### src/rtl/ar_pkg.sv
// ar_pkg: shared types and widths for the ARINC transmit scheduler
package ar_pkg;
  localparam int NSLOT = 4;
  localparam int AW = 8;
  localparam int DW = 23;
  localparam int VW = 2;
  localparam int PW = 8;
  typedef enum logic [1:0] {IDLE, START, WAIT_BUSY, WAIT_DONE} state_t;
  typedef struct packed {
    logic          en;
    logic [PW-1:0] per;
    logic [VW-1:0] vel;
    logic [AW-1:0] adr;
    logic [DW-1:0] dat;
  } slot_t;
endpackage

### src/rtl/ar_tx_sched_if.sv
// ar_tx_sched_if: configuration, tick and transmitter handshake bundle
interface ar_tx_sched_if;
  import ar_pkg::*;
  logic             ce1ms;
  logic             cfg_we;
  logic [1:0]       cfg_slot;
  logic             cfg_en;
  logic [PW-1:0]    cfg_per;
  logic [VW-1:0]    cfg_vel;
  logic [AW-1:0]    cfg_adr;
  logic [DW-1:0]    cfg_dat;
  logic             en_tx;
  logic             st;
  logic [AW-1:0]    ADR;
  logic [DW-1:0]    DAT;
  logic [VW-1:0]    Nvel;
  logic [1:0]       slot_act;
  logic             busy;
  logic [NSLOT-1:0] ovr;
  logic             err_to;
  modport master (
    output ce1ms, cfg_we, cfg_slot, cfg_en, cfg_per, cfg_vel, cfg_adr, cfg_dat, en_tx,
    input  st, ADR, DAT, Nvel, slot_act, busy, ovr, err_to
  );
  modport slave (
    input  ce1ms, cfg_we, cfg_slot, cfg_en, cfg_per, cfg_vel, cfg_adr, cfg_dat, en_tx,
    output st, ADR, DAT, Nvel, slot_act, busy, ovr, err_to
  );
endinterface

### src/rtl/ar_rr_arb.sv
// ar_rr_arb: round-robin pick of the first pending slot after the last grant
module ar_rr_arb (
  input  logic [3:0] pending,
  input  logic [1:0] last,
  output logic [1:0] grant,
  output logic       valid
);
  // scan from farthest to nearest so the slot right after last wins
  always_comb begin
    grant = last;
    for (int i = 4; i >= 1; i--) grant = pending[last + 2'(i)] ? last + 2'(i) : grant;
  end
  assign valid = |pending;
endmodule

### src/rtl/ar_tx_sched.sv
// ar_tx_sched: periodic per-slot ARINC word scheduler feeding one transmitter
module ar_tx_sched import ar_pkg::*; #(
  parameter int NSLOT  = 4,
  parameter int TO_CYC = 16
) (
  input logic           clk,
  input logic           R,
  ar_tx_sched_if.slave  bus
);
  localparam int TW = $clog2(TO_CYC + 1);
  state_t           state, nxt;
  slot_t            slot [NSLOT];
  logic [PW-1:0]    cnt [NSLOT];
  logic [NSLOT-1:0] pend, tick, expire, take, ovr;
  logic [1:0]       grant, act;
  logic             valid, err, to;
  logic [TW-1:0]    tcnt;
  logic [AW-1:0]    adr;
  logic [DW-1:0]    dat;
  logic [VW-1:0]    vel;
  ar_rr_arb u_arb (.pending(pend), .last(act), .grant(grant), .valid(valid));
  assign to = tcnt == TW'(TO_CYC - 1);
  // per-slot ms tick, period expiry and grant decode
  always_comb begin
    tick = '0;
    expire = '0;
    take = '0;
    for (int i = 0; i < NSLOT; i++) begin
      tick[i] = bus.ce1ms & slot[i].en & (slot[i].per != '0);
      expire[i] = tick[i] & (cnt[i] == PW'(1));
      take[i] = (state == IDLE) & valid & (grant == 2'(i));
    end
  end
  // slot config, down-counters, pending and sticky overrun; an expiry on the granted slot re-arms pending
  always_ff @(posedge clk)
    if (R) begin
      pend <= '0;
      ovr <= '0;
      for (int i = 0; i < NSLOT; i++) begin
        slot[i] <= '0;
        cnt[i] <= '0;
      end
    end else
      for (int i = 0; i < NSLOT; i++)
        if (bus.cfg_we && bus.cfg_slot == 2'(i)) begin
          slot[i] <= '{en: bus.cfg_en, per: bus.cfg_per, vel: bus.cfg_vel, adr: bus.cfg_adr, dat: bus.cfg_dat};
          cnt[i] <= bus.cfg_per;
          pend[i] <= 1'b0;
          ovr[i] <= 1'b0;
        end else begin
          cnt[i] <= expire[i] ? slot[i].per : tick[i] ? cnt[i] - PW'(1) : cnt[i];
          pend[i] <= expire[i] | (pend[i] & ~take[i]);
          ovr[i] <= ovr[i] | (expire[i] & pend[i] & ~take[i]);
        end
  // state register
  always_ff @(posedge clk)
    state <= R ? IDLE : nxt;
  // next-state logic
  always_comb begin
    nxt = state;
    case (state)
      IDLE:      nxt = valid ? START : IDLE;
      START:     nxt = WAIT_BUSY;
      WAIT_BUSY: nxt = bus.en_tx ? WAIT_DONE : to ? IDLE : WAIT_BUSY;
      WAIT_DONE: nxt = bus.en_tx ? WAIT_DONE : IDLE;
      default:   nxt = IDLE;
    endcase
  end
  // state-decoded outputs
  always_comb begin
    bus.st = state == START;
    bus.busy = state != IDLE;
  end
  // word capture at grant, busy-wait timer and sticky timeout
  always_ff @(posedge clk)
    if (R) begin
      adr <= '0;
      dat <= '0;
      vel <= '0;
      act <= 2'd3;
      err <= 1'b0;
      tcnt <= '0;
    end else begin
      if (state == IDLE && valid) begin
        adr <= slot[grant].adr;
        dat <= slot[grant].dat;
        vel <= slot[grant].vel;
        act <= grant;
      end
      tcnt <= state == WAIT_BUSY ? tcnt + TW'(1) : '0;
      err <= err | (state == WAIT_BUSY & ~bus.en_tx & to);
    end
  assign bus.ADR = adr;
  assign bus.DAT = dat;
  assign bus.Nvel = vel;
  assign bus.slot_act = act;
  assign bus.ovr = ovr;
  assign bus.err_to = err;
endmodule

### src/flat_wrapper.sv
// flat-port wrapper written by rule: the top's interface ports become plain ports
module ar_tx_sched_flat import ar_pkg::*;
#(
  parameter int NSLOT  = 4,
  parameter int TO_CYC = 16
)
  (clk, R, bus_ce1ms, bus_cfg_we, bus_cfg_slot, bus_cfg_en, bus_cfg_per, bus_cfg_vel, bus_cfg_adr, bus_cfg_dat, bus_en_tx, bus_st, bus_ADR, bus_DAT, bus_Nvel, bus_slot_act, bus_busy, bus_ovr, bus_err_to);
  ar_tx_sched_if bus_i ();
  input logic clk;
  input logic R;
  input wire logic [$bits(bus_i.ce1ms)-1:0] bus_ce1ms;
  input wire logic [$bits(bus_i.cfg_we)-1:0] bus_cfg_we;
  input wire logic [$bits(bus_i.cfg_slot)-1:0] bus_cfg_slot;
  input wire logic [$bits(bus_i.cfg_en)-1:0] bus_cfg_en;
  input wire logic [$bits(bus_i.cfg_per)-1:0] bus_cfg_per;
  input wire logic [$bits(bus_i.cfg_vel)-1:0] bus_cfg_vel;
  input wire logic [$bits(bus_i.cfg_adr)-1:0] bus_cfg_adr;
  input wire logic [$bits(bus_i.cfg_dat)-1:0] bus_cfg_dat;
  input wire logic [$bits(bus_i.en_tx)-1:0] bus_en_tx;
  output wire logic [$bits(bus_i.st)-1:0] bus_st;
  output wire logic [$bits(bus_i.ADR)-1:0] bus_ADR;
  output wire logic [$bits(bus_i.DAT)-1:0] bus_DAT;
  output wire logic [$bits(bus_i.Nvel)-1:0] bus_Nvel;
  output wire logic [$bits(bus_i.slot_act)-1:0] bus_slot_act;
  output wire logic [$bits(bus_i.busy)-1:0] bus_busy;
  output wire logic [$bits(bus_i.ovr)-1:0] bus_ovr;
  output wire logic [$bits(bus_i.err_to)-1:0] bus_err_to;
  assign bus_i.ce1ms = bus_ce1ms;
  assign bus_i.cfg_we = bus_cfg_we;
  assign bus_i.cfg_slot = bus_cfg_slot;
  assign bus_i.cfg_en = bus_cfg_en;
  assign bus_i.cfg_per = bus_cfg_per;
  assign bus_i.cfg_vel = bus_cfg_vel;
  assign bus_i.cfg_adr = bus_cfg_adr;
  assign bus_i.cfg_dat = bus_cfg_dat;
  assign bus_i.en_tx = bus_en_tx;
  assign bus_st = bus_i.st;
  assign bus_ADR = bus_i.ADR;
  assign bus_DAT = bus_i.DAT;
  assign bus_Nvel = bus_i.Nvel;
  assign bus_slot_act = bus_i.slot_act;
  assign bus_busy = bus_i.busy;
  assign bus_ovr = bus_i.ovr;
  assign bus_err_to = bus_i.err_to;
  ar_tx_sched #(.NSLOT(NSLOT), .TO_CYC(TO_CYC)) u_core (.clk(clk), .R(R), .bus(bus_i));
endmodule
### config.mk
export PLATFORM = sky130hd
export DESIGN_NAME = ar_tx_sched_flat
export DESIGN_NICKNAME = d
export VERILOG_FILES = /design/src/rtl/ar_pkg.sv /design/src/rtl/ar_tx_sched_if.sv /design/src/rtl/ar_rr_arb.sv /design/src/rtl/ar_tx_sched.sv /design/src/flat_wrapper.sv
export SDC_FILE = /design/constraint.sdc
export NUM_CORES = 1
export LEC_CHECK = 0
export ABC_CLOCK_PERIOD_IN_PS = 4000
export CAP_MARGIN = 20
export CORE_MARGIN = 2
export CORE_UTILIZATION = 40
export CTS_CLUSTER_SIZE = 10
export DETAILED_ROUTE_END_ITERATION = 8
export GPL_ROUTABILITY_DRIVEN = 0
export SYNTH_ARGS = -nofsm -noshare
export SYNTH_HDL_FRONTEND = slang
export SYNTH_HIERARCHICAL = 1
export SYNTH_SLANG_ARGS = --single-unit
### constraint.sdc
create_clock -name clk -period 4 [get_ports clk]
set_input_delay 0.8 -clock clk [delete_from_list [all_inputs] [get_ports clk]]
set_output_delay 0.8 -clock clk [all_outputs]
set_load 0.02 [all_outputs]
# Yosys cells after proc, flatten, opt, wreduce, memory -nomap -nowiden

Memories as Yosys holds them, arrays and structs flattened. A register that Yosys moved wholly into a read port is not among the register bits.
Index checks and enable logic that the tools add are counted.
W data, S select, Z words.

$lt $le $gt $ge: 3
Equal/unequal tests: 14
$add $sub $neg: 8
Reduce and logical (&&, ||, !) cells: 19
Muxes and demuxes: 60
Bitwise gates (word level): 58

Operators by type and width:

| operator              | number |
|---|---|
| $mux W42              | 4 |
| $mux W8               | 16 |
| $eq A8 B1 Y1 const B  | 4 |
| $reduce_bool A8 Y1    | 4 |
| $sub A8 B1 Y8 const B | 4 |
| $and A1 B1 Y1         | 31 |
| $mux W1               | 30 |
| $or A1 B1 Y1          | 21 |
| $eq A2 B2 Y1 const B  | 6 |
| $mux W2               | 6 |
| $reduce_or A2 Y1      | 5 |
| $lt A2 B3 Y1 const B  | 3 |
| $pmux W2 S4           | 1 |
| $bmux W1 S2           | 3 |
| $eq A2 B1 Y1 const B  | 3 |
| $logic_not A2 Y1      | 3 |
| $not A1 Y1            | 6 |
| $add A5 B1 Y5 const B | 1 |
| $eq A5 B4 Y1 const B  | 1 |
| $logic_and A1 B1 Y1   | 5 |
| $add A2 B2 Y2 const B | 2 |
| $reduce_or A4 Y1      | 1 |
| $add A2 B1 Y2 const B | 1 |
| $reduce_bool A2 Y1    | 1 |

Memory bits (writable): 200
Register bits after elaboration: 18
Logic and storage cells: 176
Output and inout port bits: 42
Memories: 2
Bits of input ports: 49

Memories:

| name        | depth | bits a word | read ports | clocked after Yosys merged registers in | wr ports | line              | source |
|---|---|---|---|---|---|---|---|
| u_core.slot | 4     | 42          | 5          | 1                                       | 4        | ar_tx_sched.sv:12 | `slot_t slot [NSLOT];` |
| u_core.cnt  | 4     | 8           | 4          | 0                                       | 4        | ar_tx_sched.sv:13 | `logic [PW-1:0] cnt [NSLOT];` |

# Depth between registers and ports, before layout

Gate-level depths: netlist of the first run.

Depth after elaboration: 11
Mapped depth: 8
Gate-level depth less buffers: 6

# Modules after synthesis

The synthesis of the first run kept the hierarchy.

By module, submodules not included:

| module      | times used | area each (sq um) | seq. area each (sq um) | cells an instance |
|---|---|---|---|---|
| ar_tx_sched | 1          | 11,105.7          | 7,026.7                | 837 |
| ar_rr_arb   | 1          | 82.6              | 0.0                    | 14 |

# Least setup slack after synthesis of the first run

Ideal clock, no wire load.

Path type: input -> register
From: input port R
To: memory u_core.cnt[3][3] (data pin)
Setup slack: 0.608 ns
Buffers on the path: 2
Stages: 6
Setup time: 0.261 ns
Arrival time: 3.131 ns
Required time: 3.739 ns
Path through: clkbuf_1 a31oi_2 inv_2 clkbuf_1 nor3_1 a311o_1

RTL lines:

| item        | line               | source |
|---|---|---|
| from (decl) | flat_wrapper.sv:10 | `input logic R;` |
| to (decl)   | ar_tx_sched.sv:13  |  |

==> results of run 1 <==
[cell families after synthesis]
kind of cell    after synthesis  share of synthesized area [%]
simple gates                340                          17.11
fa+ha+maj                    10                          1.118
compound gates              116                          7.560
flops                       251                          62.80
buf+inv                      75                          2.717
mux                          34                          6.732
xor+xnor                     25                          1.957
[metal layers]
layer	global-route usage [%]	vias up	share of wire [%]
li1	-	3314	-
met1	23.54	3387	45
met2	29.73	167	48
met3	2.692	38	4.6
met4	4.385	0	2.0
met5	0	-	0
[power by group through the flow]
stage / Clock, mW / Combinational (mW) / Sequential, mW
6_report: 2.36 / 0.599 / 3.13
3_5_place_dp: 0 / 0.603 / 3.18
5_1_grt: 2.53 / 0.656 / 3.15
2_1_floorplan: 0 / 0.391 / 3.16
3_3_place_gp: 0 / 0.602 / 3.17
4_1_cts: 2.42 / 0.608 / 3.13
[worst paths after layout]
path                                     start                 to  slack (ps)
worst max-delay path                 bus_ce1ms   u_core/cnt[0][1]        1290
worst min-delay path            u_core/tcnt[0]     u_core/tcnt[0]         450
worst max register to register  u_core/pend[3]  u_core/bus.ADR[0]        1440
worst min register to register  u_core/tcnt[0]     u_core/tcnt[0]         450
[placed cells by master (no fill, tap or decap), types with 21 or more instances in the layout]
master and instances:
edfxtp_1 200, and2_1 167, clkdlybuf4s50_1 89, nand2_1 85, dfxtp_1 51, a21oi_1 46
mux4_2 33, clkbuf_16 29, inv_1 22, clkbuf_1 21
[worst max-delay path: cells and delay by family]
family                 cells  cell delay, ps
AO/OA/AOI/OAI              3            1420
buffers and inverters      1             630
AND/OR/NAND/NOR            1             130
[per-stage QoR]
stage,instances,setup WS [ps]
global route,1344,1222
detailed placement,1290,804.7
floorplan,851,607.8
CTS,1344,1367
global placement,1290,793.1
finish,1344,1292
[flip-flops by register name (all words and copies together) (netlist names)]
signal	cells
u_core/bus.slot_act	2
u_core/bus.DAT	23
u_core/state	2
u_core/bus.ADR	8
u_core/tcnt	5
u_core/pend	4
u_core/bus.err_to	1
u_core/cnt	32
u_core/bus.ovr	4
u_core/slot	168
u_core/bus.Nvel	2
[cell type report]
cell class,count,area [sq um],share of cell area [%]
sequential,251,7027,52.31
multi-input combinational,525,3897,29.02
timing repair buffer,109,1089,8.104
clock buffer,52,832.0,6.195
tap,378,473.0,3.521
inverter,27,101.3,0.7545
clock inverter,2,12.51,0.09315
==> impl_metrics.json, run 1 <==
{
  "outcome": "finished, final reports clean",
  "synth_warnings": 6,
  "synth_area_sq_mm": 0.01119,
  "clock_latency_ps": 540,
  "nets": 1002,
  "antenna_found_initial": 1,
  "routed_via_density": 5.138,
  "cts-buffers-inserted": 29,
  "drt_pre_antenna_iters": 5,
  "synthCells": 851,
  "slew_viol_final": 0,
  "ctsResizeCount": 0,
  "holdBufCountCts": 0,
  "initial_core_util_pct": 40.49,
  "wirelength_um": 24970,
  "area_growth_pct": 20.05,
  "cp_cell_sequence": "clkdlybuf4s50_1 -> nand2_1 -> a2111oi_2 -> a211oi_1 -> a311o_1",
  "reg2reg_depth": 7,
  "hold_depth": 1,
  "clk_path_buf_depth": 3,
  "yosys.area.top_type_share_pct": 53.68,
  "synth_most_common_cell": "edfxtp_1",
  "drc": 0,
  "finalClockSkew_ps": 14.62,
  "dpl-instance-area_sq_mm": 0.01259,
  "setup-tns-final_ps": 0,
  "hold_slack_ps": 452.0,
  "clock-root-buffer": "clkbuf_16",
  "max_cap_viol_count": 0,
  "cp_data_arrival_time_ps": 2990,
  "hold_path.class": "reg2reg",
  "cp.required_ps": 4280,
  "setup.worst_path.start_class": "primary input",
  "clk_pin_slew_ps": 60,
  "die_y_um": 171.2,
  "ant_nets": 0,
  "tightestPinTransition_ps": 914.8,
  "io_buffers": 90,
  "period_minus_slack_ps": 2708,
  "core_area_sq_mm": 0.02763,
  "cts_setup_buffers": 0,
  "maxClockFrequency_mhz": 369.2,
  "power.share.clock_pct": 38.8,
  "rsz0062_at_grt": "false",
  "detailed_place_hpwl_um": 15580,
  "num_rows": 61,
  "utilization_pct": 48.61,
  "p_leak_nw": 4.667,
  "routedWlPerCell_um": 18.58,
  "grt_pass1_wl_um": 39330,
  "grt.overflow.total": 0,
  "ir_drop_v": 0.0003195,
  "fp.dieW_um": 171.2,
  "grt_usage_pct": 17.48,
  "synth_edf_count": 200,
  "cts_sinks": 251,
  "fin_total_pwr_mw": 6.089,
  "async_flop_share_pct": 0,
  "finalSetupViolations": 0,
  "switching_share_pct": 22.72,
  "die_area_sq_mm": 0.02932,
  "p_per_area_mw_per_mm2": 453.3,
  "period_share_pct": 67.71,
  "crit_fanout": 10,
  "ys_seq_elements": 251,
  "critPathCaptureType": "flop",
  "antennaDiodeCount": 0,
  "hold_viol_final": 0,
  "grt_pass1_vias": 7097,
  "cts_max_level": 1,
  "slowest_delay_ps": 850,
  "slew_headroom_pct": 38.90,
  "ys_types": 61,
  "net-switching-power_mw": 1.383,
  "synth_common_cells": "200 x edfxtp_1, 167 x and2_1, 85 x nand2_1, 51 x dfxtp_1, 47 x a21oi_1",
  "p_seq_share_pct": 51.3,
  "pwr-share-comb_pct": 9.8,
  "pin_count": 91,
  "ys_seq_area_share_pct": 62.80,
  "synthesis.nets": 910,
  "fin_area_sq_mm": 0.01343,
  "drt_iter0_drc": 391,
  "num_vias": 6906,
  "cp_slowest_cell": "a2111oi_2",
  "fill_cells": 2489,
  "cts_tree": "built",
  "drive_above_1_share_pct": 11.08,
  "intPower_mw": 4.705,
  "synth_area_leaders": "edfxtp_1 54%, and2_1 9.3%, dfxtp_1 9.1%",
  "grt_start_max_net_pins": 43,
  "yosysTopAreaCell": "edfxtp_1",
  "worst-setup-path-type": "in2reg",
  "synth_flop_cell": "edfxtp_1",
  "syn_avg_cell_area_sq_um": 13.15
}
Power figures use the tool's default switching activity.
==> inputs of run 2 (changes only) <==
Settings changed: ABC_CLOCK_PERIOD_IN_PS 4000 to 2400.
Clock period 4 ns to 2.4 ns, I/O delays scaled along.
==> run 2 against run 1 <==
  * Die area unchanged
  * Sequential share of layout area decreased by 1.5 points
  * Worst hold slack improved by 2.5 ps
  * Global-route usage increased by 0.45 points
  * Clock-buffer cell count unchanged
  * Setup slack got worse by 1100 ps
  * Critical path type is now reg2out
  * Critical endpoint is now bus_st
  * Largest cell class unchanged
  * Highest routed layer is now met5
==> impl_metrics.json, run 2 (synthesis results as in run 1) <==
{
  "grt.overflow.total": 0,
  "drive_above_1_share_pct": 14.90,
  "outcome": "finished, final reports clean",
  "finalClockSkew_ps": 15.39,
  "worst-setup-path-type": "reg2out",
  "cp_data_arrival_time_ps": 1750,
  "clock_latency_ps": 540,
  "nets": 1043,
  "die_area_sq_mm": 0.02932,
  "use_met3_pct": 3.106,
  "antennaDiodeCount": 0,
  "largest_register": "u_core/slot",
  "hold_viol_final": 0,
  "hold_path.class": "reg2reg",
  "largest_reg_flops": 168,
  "fp.dieW_um": 171.2,
  "routed_via_density": 5.072,
  "routedWlPerCell_um": 18.36,
  "drc": 0,
  "p_leak_nw": 4.904,
  "num_vias": 7025,
  "wirelength_um": 25430,
  "fin_total_pwr_mw": 10.24,
  "utilization_pct": 50.05,
  "drt_iter0_drc": 325,
  "grt_pass1_vias": 7235,
  "cp_cell_sequence": "nand2b_1 -> inv_1 -> clkdlybuf4s50_1",
  "clock-root-buffer": "clkbuf_16",
  "max_cap_viol_count": 0,
  "slew_headroom_pct": 68.20,
  "ant_nets": 0,
  "clk_pin_slew_ps": 50,
  "finalSetupViolations": 0,
  "period_share_pct": 92.76,
  "core_area_sq_mm": 0.02763,
  "cts-buffers-inserted": 29,
  "grt_usage_pct": 17.93,
  "maxClockFrequency_mhz": 449.2,
  "reg2reg_depth": 5,
  "drt_pre_antenna_iters": 4,
  "hp-start": "u_core/bus.DAT[6]",
  "io_buffers": 90,
  "grt_start_max_net_pins": 41,
  "rrSetupSlack_ps": 230,
  "final_cell_mix": "200 x edfxtp_1, 167 x and2_1, 89 x clkdlybuf4s50_1, 85 x nand2_1, 50 x dfxtp_1",
  "cts_sinks": 251,
  "fin_ws_ps": 173.7,
  "p_per_area_mw_per_mm2": 740.5,
  "crit_fanout": 7,
  "hold_depth": 2,
  "hold_slack_ps": 454.5,
  "pin_count": 91,
  "num_rows": 61,
  "cp.required_ps": 1920,
  "critPathCaptureType": "output port",
  "die_y_um": 171.2,
  "use_met2_pct": 29.68,
  "r2r-end": "u_core/cnt[3][4]",
  "final_common_cell": "edfxtp_1",
  "worstReg2RegStart": "u_core/cnt[3][4]",
  "cp_slowest_cell": "clkdlybuf4s50_1",
  "grt.busiest_layer": "met2",
  "hold-path-endpoint": "u_core/bus.DAT[6]",
  "cts_max_level": 1,
  "place_ws_ps": -95.64,
  "detailed_place_hpwl_um": 16060,
  "initial_core_util_pct": 40.49,
  "slowest_delay_ps": 590,
  "tightestPinTransition_ps": 477.0,
  "use_met1_pct": 24.81,
  "period_minus_slack_ps": 2226,
  "slew_viol_final": 0,
  "rsz0062_at_grt": "false",
  "cts_tree": "built",
  "clk_path_buf_depth": 3,
  "ir_drop_v": 0.0005503,
  "setup.worst_path.start_class": "flop",
  "holdBufCountCts": 0,
  "area_growth_pct": 23.61,
  "grt_pass1_wl_um": 40650,
  "antenna_found_initial": 1
}
-- run 2: changes by cell type in the layout (fill, tap and decap cells not counted), sizes merged --
cell,delta
buf,+41
-- run 2: stage by stage --
step,cells,setup TNS (ps),instance area [sq um]
2_1_floorplan,851,0,11190
3_3_place_gp,1331,-1192,12980
3_5_place_dp,1331,-809.1,12980
4_1_cts,1385,0,13830
5_1_grt,1385,0,13830
6_report,1385,0,13830
-- run 2: how the worst max path moves through the flow --
| stage | slack (ps) | to | start |
|---|---|---|---|
| 2_1_floorplan | 70 | u_core/cnt[3][3] | R |
| 3_3_place_gp | -100 | u_core/cnt[0][3] | bus_ce1ms |
| 3_5_place_dp | -100 | u_core/cnt[0][3] | bus_ce1ms |
| 4_1_cts | 140 | bus_st | u_core/state[1] |
| 5_1_grt | 70 | bus_st | u_core/state[1] |
| 6_report | 170 | bus_st | u_core/state[1] |
-- run 2: repair_timing --
action / CTS / global route
endpoints found under the setup margin: 0 / 1
buffers inserted: 0 / 0
hold endpoints to repair: 0 / 0
gates resized for setup: 0 / 1
-- run 2: cell type report --
type	instances	area, sq um
clock buffers	52	832.0
repair buffers	150	1484
multi-input cells	525	3897
flip-flops and latches	251	7028
fillers	2423	13800
well taps	378	473.0
clock inverters	2	13.76
inverters	27	101.3
-- run 2: critical path: cells and delay by family (launching register included) --
family,cells,cell delay (ps)
buffers and inverters,2,660
DFF,1,360
and+or+nand+nor,1,190
-- run 2: report_power, final --
group,internal (mW),switching (mW)
sequential,5.05,0.159
combinational,0.527,0.539
clock,2.31,1.65
total,7.89,2.35
-- run 2: metal layers --
layer | up-vias | part of all wire (%)
li1 | 3395 | -
met1 | 3428 | 46
met2 | 169 | 47
met3 | 31 | 5.3
met4 | 2 | 1.6
met5 | - | 0.051
==> inputs of run 3 (changes only) <==
Settings changed: HOLD_SLACK_MARGIN set to 0.02, MAX_ROUTING_LAYER set to met4.
==> run 3 against run 2 <==
  * Die area stayed put
  * First-iteration DRC count rose by 4.9%
  * Sequential cell count stayed put
  * Final cell count is essentially flat
  * Clock skew is 0.63 ps lower
  * Register-to-register slack about the same
  * Critical path depth is 1 lower
  * Maximum frequency rose by 0.18%
  * Sequential share of layout area barely moved
  * Cell area hardly changed
  * Largest power group unchanged
  * Highest routed layer is now met4
==> impl_metrics.json, run 3 (synthesis results as in run 1) <==
{
  "hold_viol_final": 0,
  "detailed_place_hpwl_um": 16060,
  "maxClockFrequency_mhz": 450.0,
  "ir_drop_v": 0.0005505,
  "r2r-end": "u_core/cnt[3][2]",
  "clock_latency_ps": 540,
  "final_cell_mix": "200 x edfxtp_1, 167 x and2_1, 89 x clkdlybuf4s50_1, 85 x nand2_1, 50 x dfxtp_1",
  "hold_depth": 2,
  "nets": 1043,
  "drive_above_1_share_pct": 14.90,
  "grt_pass1_wl_um": 40630,
  "num_rows": 61,
  "rsz0062_at_grt": "false",
  "drc": 0,
  "grt_pass1_vias": 7251,
  "cp_data_arrival_time_ps": 1740,
  "drt_pre_antenna_iters": 5,
  "io_buffers": 90,
  "cts_max_level": 1,
  "die_y_um": 171.2,
  "initial_core_util_pct": 40.49,
  "fp.dieW_um": 171.2,
  "worst-setup-path-type": "reg2out",
  "utilization_pct": 50.06,
  "rrSetupSlack_ps": 240,
  "max_cap_viol_count": 0,
  "dpl-instance-area_sq_mm": 0.01298,
  "finalSetupViolations": 0,
  "fin_total_pwr_mw": 10.24,
  "ant_nets": 0,
  "antenna_found_initial": 1,
  "worstReg2RegStart": "u_core/cnt[3][4]",
  "largest_reg_flops": 168,
  "area_growth_pct": 23.63,
  "die_area_sq_mm": 0.02932,
  "clock-root-buffer": "clkbuf_16",
  "p_per_area_mw_per_mm2": 740.6,
  "num_vias": 7032,
  "final_common_cell": "edfxtp_1",
  "routedWlPerCell_um": 18.35,
  "cts_sinks": 251,
  "grt_usage_pct": 18.46,
  "fill_cells": 2423,
  "multi_input_area_sq_mm": 0.003897,
  "cts-buffers-inserted": 29,
  "largest_register": "u_core/slot",
  "cts_tree": "built",
  "regArea_sq_mm": 0.007028,
  "fin_area_sq_mm": 0.01383,
  "period_share_pct": 92.59,
  "setup.worst_path.start_class": "flop",
  "tightestPinTransition_ps": 459.1,
  "outcome": "finished, final reports clean",
  "period_minus_slack_ps": 2222,
  "slew_headroom_pct": 69.11,
  "clk_pin_slew_ps": 60,
  "holdBufCountCts": 0,
  "core_area_sq_mm": 0.02763,
  "pin_count": 91,
  "grt.overflow.total": 0,
  "wirelength_um": 25440,
  "hold-path-endpoint": "u_core/bus.DAT[8]",
  "reg2reg_depth": 5,
  "hold_path.class": "reg2reg",
  "p_leak_nw": 4.904,
  "finalClockSkew_ps": 14.76,
  "critPathCaptureType": "output port",
  "routed_via_density": 5.074,
  "cp.required_ps": 1920,
  "drt_iter0_drc": 341,
  "setup-tns-final_ps": 0,
  "clk_path_buf_depth": 3,
  "hp-start": "u_core/bus.DAT[8]",
  "grt_start_max_net_pins": 41,
  "crit_fanout": 6,
  "slew_viol_final": 0
}
==> run 3: cell types whose count changed in the layout (fill, tap and decap cells not counted), sizes merged <==
cell   change
diode      +1
==> run 3: how the worst max path moves through the flow <==
stage	slack, ps	endpoint	depth (start not counted)	startpoint
after detailed placement	-100	u_core/cnt[0][3]	6	bus_ce1ms
after global routing	70	bus_st	3	u_core/state[1]
after CTS	140	bus_st	3	u_core/state[1]
after floorplan	70	u_core/cnt[3][3]	6	R
final	180	bus_busy	2	u_core/state[0]
after global placement	-100	u_core/cnt[0][3]	6	bus_ce1ms
==> run 3: through the flow <==
stage	cells	hold WS [ps]	setup WS [ps]
after floorplan	851	417.6	67.16
after global placement	1331	430.4	-100.8
after detailed placement	1331	444.5	-95.64
after CTS	1385	457.8	139.9
after global routing	1386	466.0	68.67
final	1386	455.3	177.7
==> run 3: worst max-delay path: stages, from the launching register on <==
cell             delay [ps]
dfxtp_1                 360
or2_2                   310
clkdlybuf4s50_1         540
==> run 3: cell type report <==
class                   count  area share (%)
diodes                      1         0.01809
repair buffers            150           10.73
clock inverters             2         0.09950
well taps                 378           3.419
flip-flops and latches    251           50.81
clock buffers              52           6.015
multi-input cells         525           28.18
inverters                  27          0.7327
==> run 3: what timing repair did <==
item	CTS	global route
buffers inserted	0	0
endpoints found under the hold margin	0	0
resized for setup	0	1
endpoints found under the setup margin	0	1
==> run 3: metal layers <==
layer  vias up  part of all wire [%]  GRT usage (%)
met4         0                   1.6          4.127
met1      3432                    45          24.87
li1       3395                     -              -
met3        29                   5.3          2.991
met5         -                     0              -
met2       176                    48          29.70
==> run 3: power breakdown <==
group | total (mW) | internal (mW) | leakage [nW] | switching, mW
Sequential | 5.21 | 5.05 | 2.40 | 0.159
Combinational | 1.07 | 0.527 | 2.10 | 0.540
Clock | 3.97 | 2.31 | 0.405 | 1.65
Total | 10.2 | 7.89 | 4.90 | 2.35
==> RTL edit: new RTL, flow settings as in run 3 <==
`TO_CYC` is set to 16 in 2 places; all go to 8.
--- a/src/rtl/ar_tx_sched.sv
+++ b/src/rtl/ar_tx_sched.sv
@@ -2,5 +2,5 @@
 module ar_tx_sched import ar_pkg::*; #(
   parameter int NSLOT  = 4,
-  parameter int TO_CYC = 16
+  parameter int TO_CYC = 8
 ) (
   input logic           clk,
--- a/src/flat_wrapper.sv
+++ b/src/flat_wrapper.sv
@@ -3,5 +3,5 @@
 #(
   parameter int NSLOT  = 4,
-  parameter int TO_CYC = 16
+  parameter int TO_CYC = 8
 )
   (clk, R, bus_ce1ms, bus_cfg_we, bus_cfg_slot, bus_cfg_en, bus_cfg_per, bus_cfg_vel, bus_cfg_adr, bus_cfg_dat, bus_en_tx, bus_st, bus_ADR, bus_DAT, bus_Nvel, bus_slot_act, bus_busy, bus_ovr, bus_err_to);
Function: no difference found for any inputs over 4 cycles, from zero or initial values; that may be too few to reach the edited logic, so the function may still have changed.
==> RTL edit against run 3 <==
Synthesized cell count down 1.2%; final area down 0.92%; setup slack worse by 68 ps; total power is 0.62% higher; routed wire length shrank 0.46%; synthesized area is 0.37% lower; non-clock buffer count fell by 9; clock skew shrank 2.2 ps; sequential cell count decreased by 1; fmax down 3.0%; clock power rose by 2%.
==> RTL edit: results (changes against run 3) <==
Global routing
  – GRT Util Overall: 0.180 (-0.00450)
  – Initial antenna violation count: 0 (-1)
  – Pin count of the biggest net entering global routing: 40 (-2.4%)

Synth
  – Synth Instances: 841 (-1.2%)
  – Seq/Total Area, Yosys: 0.629 (about the same)
  – Synth top area cells: edfxtp_1 54%, and2_1 9.5%, dfxtp_1 9.0%, mux4_2 6.7%, nand2_1 2.5%
  – Syn_nets: 899 (-1.2%)

Setup path
  – Worst r2r src: u_core/cnt[0][4]
  – R2r setup slk: 140 ps (-100 ps)
  – Arr. time, crit path: 1810 ps (+70 ps)
  – RR Endpoint: u_core/cnt[0][6]
  – R2r worst-path depth: 4 (-1)

Placed design
  – DP Area: 12800 um2 (-1.1%)
  – Cells after DPL: 1312 (-1.4%)

Route
  – 1st-iter DRT viols: 460 (+35%)
  – Routed wire per std cell: 18.5 um (+0.99%)
  – Vias per Instance: 5.20 (+2.4%)

Clock tree
  – Clock sinks: 250 (-0.40%)

Layout
  – Fill cell count: 2499 (+3.1%)
  – Non-clock buffering overhead: 0.0988 (-0.00850)
  – Inverters: 26 (-3.7%)
  – Share of cells above drive strength 1: 0.141 (-0.00827)
  – Non-clk bufs: 141 (-6.0%)
  – Sequential share of cell area: 0.511 (+0.00318)

Run status
  – Status: finished clean

Pwr
  – Net switching power figure: 2.39 mW (+1.8%)

Hold path
  – WHS Path Cells: 1 (-1)
## RTL edit: cell count changes in the layout (fill, tap and decap cells not counted), sizes merged, moves of 4 or more
cell,change
a211oi,+8
a31oi,-4
a41oi,+4
buf,-9
nand2,-11
nor2,+4
nor3,-8
xnor2,+5
xor2,-6
## RTL edit: worst reg2reg max path, cell delays in order (launching register included)
cell and delay, ps:
edfxtp_1 430, or4_4 590, nor4b_4 460, and2_1 390, o31ai_1 130
## RTL edit: per-layer routing
metal / vias up / routed length, um / global-route usage
li1: 3353 / - / -
met1: 3516 / 11500 / 0.241
met2: 180 / 11900 / 0.289
met3: 48 / 1240 / 0.0238
met4: 0 / 656 / 0.0542
met5: - / 0 / -
## RTL edit: worst max-delay path by stage
| stage | end | slack (ps) | cells after the start |
|---|---|---|---|
| after floorplan | u_core/bus.ADR[0] | 170 | 7 |
| after global placement | u_core/cnt[3][1] | -110 | 6 |
| after detailed placement | u_core/cnt[3][1] | -140 | 6 |
| after CTS | bus_st | 80 | 4 |
| after global routing | u_core/bus.ovr[3] | -2 | 6 |
| final | bus_busy | 110 | 3 |
## RTL edit: cells by family after synthesis
group / after synthesis / synth area share
AOI/OAI and AO/OA: 123 / 0.0790
xor gates and xnor gates: 24 / 0.0189
adders and majority gates: 9 / 0.0101
buffers and inverters: 74 / 0.0266
DFF: 250 / 0.629
muxes: 34 / 0.0676
and+or+nand+nor: 327 / 0.169
## RTL edit: per-stage QoR
stage                     worst slack [ps]  hold WS [ps]   util
final                                  109           449  0.496
after global routing                 -1.82           459  0.496
after CTS                             76.9           454  0.496
after detailed placement              -136           446  0.465
after global placement                -109           433  0.465
after floorplan                        168           418      -
